==> src/rtl/scan_window_pkg.sv <==
// Shared types and helpers for the scan window controller.
package scan_window_pkg;

    // Per-channel window states.
    typedef enum logic [1:0] {
        IDLE = 2'd0,
        SCAN = 2'd1,
        TAIL = 2'd2
    } scan_state_t;

    // Width of the tail-extension down-counter (TAIL_CYC is limited to 0..255).
    localparam int TAIL_W = 8;

    // Increment v, holding at the all-ones value of a w-bit counter.
    function automatic logic [31:0] sat_inc(input logic [31:0] v, input int unsigned w);
        logic [31:0] max_v;
        max_v = (w >= 32) ? 32'hFFFF_FFFF : ((32'd1 << w) - 32'd1);
        return (v >= max_v) ? max_v : v + 32'd1;
    endfunction

endpackage

==> src/rtl/scan_window_ctrl_ch.sv <==
// One scan window channel: state machine, timeout timer, tail counter and
// saturating completed-scan counter.
// The timeout timer and sticky timeout flag exist only when SCAN_TIMEOUT_EN
// is defined; otherwise SCAN is left only through end or abort.
//
// state | meaning
// IDLE  | window closed, waiting for a start pulse
// SCAN  | window open, timer running, waiting for end or timeout
// TAIL  | close requested, scan held high for TAIL_CYC more cycles
module scan_window_ch
    import scan_window_pkg::*;
#(
    parameter int TMO_W    = 32,
    parameter int CNT_W    = 16,
    parameter int TAIL_CYC = 8
) (
    input  logic             clk_i,
    input  logic             rst_i,
    input  logic             i_start,
    input  logic             i_end,
    input  logic             i_abort,
    input  logic             i_clr,
    input  logic [TMO_W-1:0] i_timeout_cyc,
    output logic             o_scan,
    output logic             o_scan_nxt,
    output logic             o_scan_start,
    output logic             o_scan_done,
    output logic             o_timeout,
    output logic [CNT_W-1:0] o_scan_cnt
);

    localparam logic [TAIL_W-1:0] TAIL_LD   = TAIL_W'(TAIL_CYC);
    localparam bit                TAIL_NONE = (TAIL_CYC == 0);

    scan_state_t       r_state;
    logic [TAIL_W-1:0] r_tail;
    logic              r_scan;
    logic              r_start;
    logic              r_done;
    logic [CNT_W-1:0]  r_cnt;

    logic w_tmo_hit;
    logic w_close;
    logic w_tail_end;
    logic w_complete;
    logic w_scan_nxt;

`ifdef SCAN_TIMEOUT_EN
    logic [TMO_W-1:0] r_timer;
    logic             r_tmo;

    // Threshold is compared live; an equality match means a lowered threshold never fires.
    assign w_tmo_hit = (r_state == SCAN) && (i_timeout_cyc != '0) && (r_timer == i_timeout_cyc);

    // Timer counts SCAN cycles, reading 1 on the first one.
    always_ff @(posedge clk_i or posedge rst_i) begin
        if (rst_i) begin
            r_timer <= '0;
        end else if (i_abort) begin
            r_timer <= '0;
        end else begin
            case (r_state)
                IDLE:    r_timer <= i_start ? TMO_W'(1) : '0;
                SCAN:    r_timer <= w_close ? '0 : r_timer + TMO_W'(1);
                default: r_timer <= '0;
            endcase
        end
    end

    // Sticky timeout flag; clear has priority, abort leaves it alone.
    always_ff @(posedge clk_i or posedge rst_i) begin
        if (rst_i) begin
            r_tmo <= 1'b0;
        end else if (i_clr) begin
            r_tmo <= 1'b0;
        end else if (!i_abort && w_close && w_tmo_hit) begin
            r_tmo <= 1'b1;
        end
    end

    assign o_timeout = r_tmo;
`else
    logic w_unused_tmo;
    assign w_unused_tmo = ^i_timeout_cyc;
    assign w_tmo_hit    = 1'b0;
    assign o_timeout    = 1'b0;
`endif

    assign w_close    = (r_state == SCAN) && (i_end || w_tmo_hit);
    assign w_tail_end = (r_state == TAIL) && (r_tail == TAIL_W'(1));
    assign w_complete = !i_abort && ((w_close && TAIL_NONE) || w_tail_end);

    // Next-cycle scan value, also exported so the top can register the OR in step.
    always_comb begin
        w_scan_nxt = 1'b0;
        if (!i_abort) begin
            case (r_state)
                IDLE:    w_scan_nxt = i_start;
                SCAN:    w_scan_nxt = !(w_close && TAIL_NONE);
                TAIL:    w_scan_nxt = !w_tail_end;
                default: w_scan_nxt = 1'b0;
            endcase
        end
    end

    // Window state machine with registered scan and pulse outputs.
    always_ff @(posedge clk_i or posedge rst_i) begin
        if (rst_i) begin
            r_state <= IDLE;
            r_tail  <= '0;
            r_scan  <= 1'b0;
            r_start <= 1'b0;
            r_done  <= 1'b0;
        end else begin
            r_scan  <= w_scan_nxt;
            r_start <= 1'b0;
            r_done  <= 1'b0;
            if (i_abort) begin
                r_state <= IDLE;
                r_tail  <= '0;
            end else begin
                case (r_state)
                    IDLE: begin
                        if (i_start) begin
                            r_state <= SCAN;
                            r_start <= 1'b1;
                        end
                    end
                    SCAN: begin
                        if (w_close) begin
                            if (TAIL_NONE) begin
                                r_state <= IDLE;
                                r_done  <= 1'b1;
                            end else begin
                                r_state <= TAIL;
                                r_tail  <= TAIL_LD;
                            end
                        end
                    end
                    TAIL: begin
                        if (w_tail_end) begin
                            r_state <= IDLE;
                            r_done  <= 1'b1;
                            r_tail  <= '0;
                        end else begin
                            r_tail <= r_tail - TAIL_W'(1);
                        end
                    end
                    default: r_state <= IDLE;
                endcase
            end
        end
    end

    // Completed-scan counter; clear beats a coincident completion.
    always_ff @(posedge clk_i or posedge rst_i) begin
        if (rst_i) begin
            r_cnt <= '0;
        end else if (i_clr) begin
            r_cnt <= '0;
        end else if (w_complete) begin
            r_cnt <= CNT_W'(sat_inc(32'(r_cnt), CNT_W));
        end
    end

    assign o_scan       = r_scan;
    assign o_scan_nxt   = w_scan_nxt;
    assign o_scan_start = r_start;
    assign o_scan_done  = r_done;
    assign o_scan_cnt   = r_cnt;

endmodule

==> src/rtl/scan_window_ctrl.sv <==
// Multi-channel scan window controller: NUM_CH independent windows with tail
// extension, completed-scan counters and aggregated scan status.
// Define SCAN_TIMEOUT_EN to build the per-channel timeout timer and flag.
module scan_window_ctrl
    import scan_window_pkg::*;
#(
    parameter int NUM_CH   = 4,
    parameter int TMO_W    = 32,
    parameter int CNT_W    = 16,
    parameter int TAIL_CYC = 8
) (
    input  logic                    clk_i,
    input  logic                    rst_i,
    input  logic [NUM_CH-1:0]       start_i,
    input  logic [NUM_CH-1:0]       end_i,
    input  logic                    abort_i,
    input  logic                    clr_i,
    input  logic [TMO_W-1:0]        timeout_cyc_i,
    output logic [NUM_CH-1:0]       scan_o,
    output logic                    any_scan_o,
    output logic [NUM_CH-1:0]       scan_start_o,
    output logic [NUM_CH-1:0]       scan_done_o,
    output logic [NUM_CH-1:0]       timeout_o,
    output logic [NUM_CH*CNT_W-1:0] scan_cnt_o
);

    logic [NUM_CH-1:0] w_scan_nxt;
    logic              r_any;

    for (genvar k = 0; k < NUM_CH; k++) begin : g_ch
        scan_window_ch #(
            .TMO_W    (TMO_W),
            .CNT_W    (CNT_W),
            .TAIL_CYC (TAIL_CYC)
        ) u_ch (
            .clk_i         (clk_i),
            .rst_i         (rst_i),
            .i_start       (start_i[k]),
            .i_end         (end_i[k]),
            .i_abort       (abort_i),
            .i_clr         (clr_i),
            .i_timeout_cyc (timeout_cyc_i),
            .o_scan        (scan_o[k]),
            .o_scan_nxt    (w_scan_nxt[k]),
            .o_scan_start  (scan_start_o[k]),
            .o_scan_done   (scan_done_o[k]),
            .o_timeout     (timeout_o[k]),
            .o_scan_cnt    (scan_cnt_o[k*CNT_W +: CNT_W])
        );
    end

    // Aggregate flag built from next-state scan bits so it lines up with scan_o.
    always_ff @(posedge clk_i or posedge rst_i) begin
        if (rst_i) begin
            r_any <= 1'b0;
        end else begin
            r_any <= |w_scan_nxt;
        end
    end

    assign any_scan_o = r_any;

endmodule

==> config.mk <==
export PLATFORM = sky130hd
export DESIGN_NAME = scan_window_ctrl
export DESIGN_NICKNAME = d
export VERILOG_FILES = /design/src/rtl/scan_window_pkg.sv /design/src/rtl/scan_window_ctrl_ch.sv /design/src/rtl/scan_window_ctrl.sv
export SDC_FILE = /design/constraint.sdc
export NUM_CORES = 1
export LEC_CHECK = 0
export CORE_UTILIZATION = 45
export DETAILED_ROUTE_END_ITERATION = 8
export GPL_ROUTABILITY_DRIVEN = 0
export GPL_TIMING_DRIVEN = 0
export PLACE_DENSITY_LB_ADDON = 0.1
export SLEW_MARGIN = 10
export SYNTH_ARGS = -nofsm -noshare
export SYNTH_HDL_FRONTEND = slang
export SYNTH_SLANG_ARGS = --single-unit
==> constraint.sdc <==
create_clock -name clk_i -period 8.7 [get_ports clk_i]
set_input_delay 1.74 -clock clk_i [delete_from_list [all_inputs] [get_ports clk_i]]
set_output_delay 1.74 -clock clk_i [all_outputs]
set_load 0.1 [all_outputs]
* Word-level counts from Yosys, hierarchy flattened *
Cells that the tools add are included.

word-level totals
  register bits after elaboration = 117
  output and inout bits = 81
  logic and storage cells = 179

operators by class
  $add $sub $neg = 8
  $lt $le $gt $ge = 4
  equal/unequal tests = 24
  multiplexer cells = 80
  reduce and logical (&&, ||, !) cells = 38

operators by type and width
  cell                                                                 count
  16-bit two-way mux                                                   12
  8-bit two-way mux                                                    12
  16-bit by 1-bit adder with 16-bit output (second input constant)     4
  16-bit greater-or-equal comparator (second input constant)           4
  8-bit case mux with 2 select lines                                   4
  8-bit by 1-bit == test with 1-bit output (second input constant)     4
  2-bit two-way mux                                                    16
  8-bit by 1-bit subtractor with 8-bit output (second input constant)  4
  1-bit two-way mux                                                    28
  3-bit by 2-bit != test with 1-bit output (second input constant)     8
  2-bit case mux with 3 select lines                                   4
  1-bit logical AND                                                    12
  3-bit != test (second input constant)                                4
  1-bit case mux with 3 select lines                                   4
  3-bit AND reduction                                                  4
  3-bit nonzero test                                                   4
  2-bit by 1-bit == test with 1-bit output (second input constant)     4
  2-bit == test (second input constant)                                4
  2-bit zero test                                                      4
  2-bit AND reduction                                                  4
  2-bit nonzero test                                                   4
  1-bit zero test                                                      5
  4-bit OR reduction                                                   1

* Depth between registers and ports, before layout *
  depth in word-level cells = 6
  gate-level depth with buffers = 9

* By module *
From an unflattened synthesis, not the netlist that was laid out.

unflattened totals
  cells, all modules = 705
  area, all modules = 6590.1 µm²

modules (own cells, without submodules)
  module                             times used  cells an instance  area an instance (µm²)
  scan_window_ch (g_ch[0].u_ch ...)  2           183                1682.9
  scan_window_ch (g_ch[2].u_ch)      1           183                1671.6
  scan_window_ch (g_ch[3].u_ch)      1           153                1516.5
  scan_window_ctrl                   1           3                  36.3

* Worst setup path after synthesis *
No wires, ideal clock.

  path type = input port to flip-flop
  start = in abort_i
  end = reg g_ch[1].u_ch.r_cnt[15]
  library setup time = 132 ps
  arrival time = 3182 ps
  data required time = 8568 ps
  setup slack = 5386 ps
  stages on the path = 6
  buffers on the path = 1
  cells stage by stage = or3b_2 or3_4 buf_6 nor4_4 mux2i_1 nor2_1

on the way
  cells in the longest elaborated chain, start to end = 3

ends and longest elaborated chain
  item                                 RTL line                    source
  from (decl)                          scan_window_ctrl.sv:16      input logic abort_i,
  1-bit zero test                      scan_window_ctrl_ch.sv:91   assign w_complete = !i_abort && ((w_close && TAIL_NONE) || w_tail_end);
  1-bit logical AND                    scan_window_ctrl_ch.sv:91
  2-bit nonzero test (no source line)  n/a
  to (signal assigned)                 scan_window_ctrl_ch.sv:162  r_cnt <= CNT_W'(sat_inc(32'(r_cnt), CNT_W));
  to (decl)                            scan_window_ctrl_ch.sv:40   logic [CNT_W-1:0] r_cnt;

No other way between the ends.
A chain may end at the register's enable or synchronous reset.

* Worst setup path in the final report *
  start = in abort_i
  end = reg g_ch[2].u_ch.r_cnt[11]

on the way
  cells in the longest elaborated chain, start to end = 3

ends and longest elaborated chain
  item                                 RTL line
  1-bit zero test                      scan_window_ctrl_ch.sv:91
  1-bit logical AND                    scan_window_ctrl_ch.sv:91
  2-bit nonzero test (no source line)  n/a
  to (signal assigned)                 scan_window_ctrl_ch.sv:162
  to (decl)                            scan_window_ctrl_ch.sv:40

No other way between the ends.

==> reports/qor.yml <==
cts_hold_buf: 0
cp_cell_sequence: "clkdlybuf4s50_1 > clkbuf_1 > nor3b_1 > nand3_1 > inv_1 > buf_2 > a31oi_1 > nor3_1"
antenna_found_initial: 0
synthTopCellsByCount: "dfrtp_1, nor2_1, nor3_1"
synthAdderAreaFrac: 0.0240
synthXorXnorAreaFrac: 0.00560
synth_area_leaders: "dfrtp_1, nor3_1, o21ai_0"
syn_inst: 692
outcome: "finished clean"
syn_to_final_growth_pct: 25.9
cts_buffers: 17
cp-startpoint: "abort_i"
pre_cts_ws_ps: 4400
regToRegStartpoint: "g_ch[1].u_ch.o_scan_cnt[0]$_DFFE_PP0P_"
synth_mux_area_frac: 0.0144
avgSynthCellArea_um2: 9.04
cts_tree: "yes"
cp_max_fo: 10
maxCapViolCount: 0
ys_ff_latch: 117
dr_total_vias: 5727
port-buffer-count: 87
min_to: "g_ch[1].u_ch.r_tail[7]$_DFFE_PP0P_"
ys.warnings.count: 0
post_cts_buffers: 0
htreeDepth: 4
nets: 858
wl_per_cell_um: 15.7
critPathKind: "in2reg"
drive_gt1_frac: 0.0705
synth-compound-area-share: 0.160
clockBufferDepth: 2
layout_setup_ws_ps: 4790
synth_edf_count: 0
cellPowerDensity_mw_per_mm2: 168
fin_crit_sh: 0.449
worstHoldPathType: "reg2reg"
clkTransAtPathRegs_ps: 50
synth_ff_type: "dfrtp_1"
fill_cells: 1185
tightest_slew_ps: 1050
synth-simple-area-share: 0.273
grt_first_pass_wirelength_um: 25900
worstSkewPairLatency_ps: 410
io_pins: 125
vdd_ir_drop_max_uv: 135
cts.sinks: 117
skew_ps: 6.79
synth_top_family_by_area: "simple AND/OR/NAND/NOR gates"
hold_depth: 1
finalSetupTns_ps: 0
hpwl_um: 10800
grt_max_degree: 89
die_area_mm2: 0.0144
yosysMostFrequentCell: "dfrtp_1"
final_core_util: 0.588
ys_types: 55
post-synth-top-area-cell: "dfrtp_1"
fp.dieW_um: 120
min_period_ps: 3910
slew_viol_final: 0
r2r_cells: 7
drt_iter0_markers: 493
syn_area_mm2: 0.00626
setup_viol: 0
crit_required_ps: 9020
grt-ovfl-total: 0
r2r_slack_ps: 6280
final_hold_viol_count: 0
dr.pass1.iters: 5
post_drt_via_cell_ratio: 5.82
remaining_drc_errors: 0
start_util: 0.467
row_count: 42
post_cts_resized: 0
postRouteAntennaNets: 0
p_leak_nw: 3.25
synth_top_area_share: 0.468
diodes: 0
start_kind: "input pin"
cp-end-kind: "register"
synthArstFlopShare: 1.00
grt_pass1_vias: 5347
globalRouteTotalUtil: 0.227
dieHeight_um: 120
whs_ps: 487
wl_um: 15400
worstPathArrival_ps: 4230
crit_path_max_incr_delay_ps: 510
cts_root_buffer: "clkbuf_16"
worstReg2RegEnd: "g_ch[1].u_ch.o_scan_cnt[5]$_DFFE_PP0P_"
slew_headroom: 0.298
yosysSeqAreaShare: 0.468
fmax_mhz: 256
core_area_mm2: 0.0134
hold_start: "g_ch[1].u_ch.r_tail[7]$_DFFE_PP0P_"
cpMaxStageDelayCell: "clkdlybuf4s50_1"
rsz0062_at_grt: "no"
cell type report:
class                      instances  area, um^2  share of cell area
buffer                            40         224              0.0284
clock buffer                      25         485              0.0616
inverter                          32         125              0.0159
multi-input combinational        506        3000               0.380
sequential                       117        2930               0.372
tap                              176         220              0.0280
timing repair buffer              88         898               0.114
metal layers:
| metal | GRT usage | vias up | routed length [um] |
|---|---|---|---|
| met4 | 0.0758 | 0 | 214 |
| met3 | 0.0494 | 20 | 714 |
| met1 | 0.296 | 2766 | 6930 |
| li1 | - | 2771 | - |
| met5 | 0 | - | 0 |
| met2 | 0.371 | 170 | 7560 |
kinds of logic (layout without fill, tap and decap cells):
logic type	Yosys count	after routing
and+or+nand+nor	311	311
xor gates and xnor gates	4	4
DFF	117	117
buffers and inverters	72	185
adders and majority gates	12	12
muxes	9	9
AOI/OAI and AO/OA	166	166
other	1	4
worst max path at each step:
| stage | end | slack [ps] |
|---|---|---|
| 3_5_place_dp | g_ch[2].u_ch.o_scan_cnt[2]$_DFFE_PP0P_ | 4400 |
| 5_1_grt | g_ch[2].u_ch.o_scan_cnt[2]$_DFFE_PP0P_ | 4490 |
| 4_1_cts | scan_cnt_o[2] | 4800 |
| 2_1_floorplan | any_scan_o$_DFF_PP0_ | 3860 |
| 3_3_place_gp | g_ch[1].u_ch.o_scan_cnt[12]$_DFFE_PP0P_ | 2010 |
| 6_report | g_ch[2].u_ch.o_scan_cnt[11]$_DFFE_PP0P_ | 4790 |
flip-flops by register name (all words and copies together) (netlist names):
| signal | cells |
|---|---|
| g_ch.u_ch.r_tail | 32 |
| g_ch.u_ch.o_scan_start | 4 |
| g_ch.u_ch.o_scan | 4 |
| any_scan_o | 1 |
| g_ch.u_ch.r_state | 8 |
| g_ch.u_ch.o_scan_cnt | 64 |
| g_ch.u_ch.o_scan_done | 4 |
worst max-delay path: cells and delay by family:
kind	cells	cell delay, ps
buffers and inverters	4	1370
AND/OR/NAND/NOR	3	980
AO/OA/AOI/OAI	1	130
report_power, final:
group	internal [mW]	total, mW	switching, mW	leakage (nW)
registers	0.561	0.579	0.0178	1.61
logic	0.0511	0.156	0.105	1.40
clock network	0.374	0.592	0.218	0.237
through the flow:
step | power (mW) | instances | instance area (um^2)
2_1_floorplan | 0.703 | 695 | 6270
3_3_place_gp | 0.739 | 958 | 7360
3_5_place_dp | 0.743 | 959 | 7390
4_1_cts | 1.34 | 984 | 7880
5_1_grt | 1.38 | 984 | 7880
6_report | 1.33 | 984 | 7880
placed cells by master, fill, tap and decap left out, types with 5 or more instances in the layout:
cell             Yosys  routed
nor2b_1              7       7
nand4_1             23      23
a31oi_1             11      11
and4_1              12      12
mux2i_1              9       9
dfrtp_1            117     117
nand3_1             27      27
a311oi_1             8       8
or3b_2               5       5
clkbuf_1            19      24
clkbuf_16            0      17
nor3_1              58      58
clkdlybuf4s50_1      0      87
or2_2                6       6
nor2_1              68      68
a211oi_1            13      13
buf_4               17      17
nor3b_1             13      13
ha_1                12      12
a21oi_1             42      42
or4_1                7       7
nand2_1             37      37
nor4_1               9       9
o21ai_0             56      56
o41ai_1              5       5
and3_1              14      14
inv_1               32      31
o22ai_1              7       7
No activity file was read; power rests on OpenSTA's default activity.
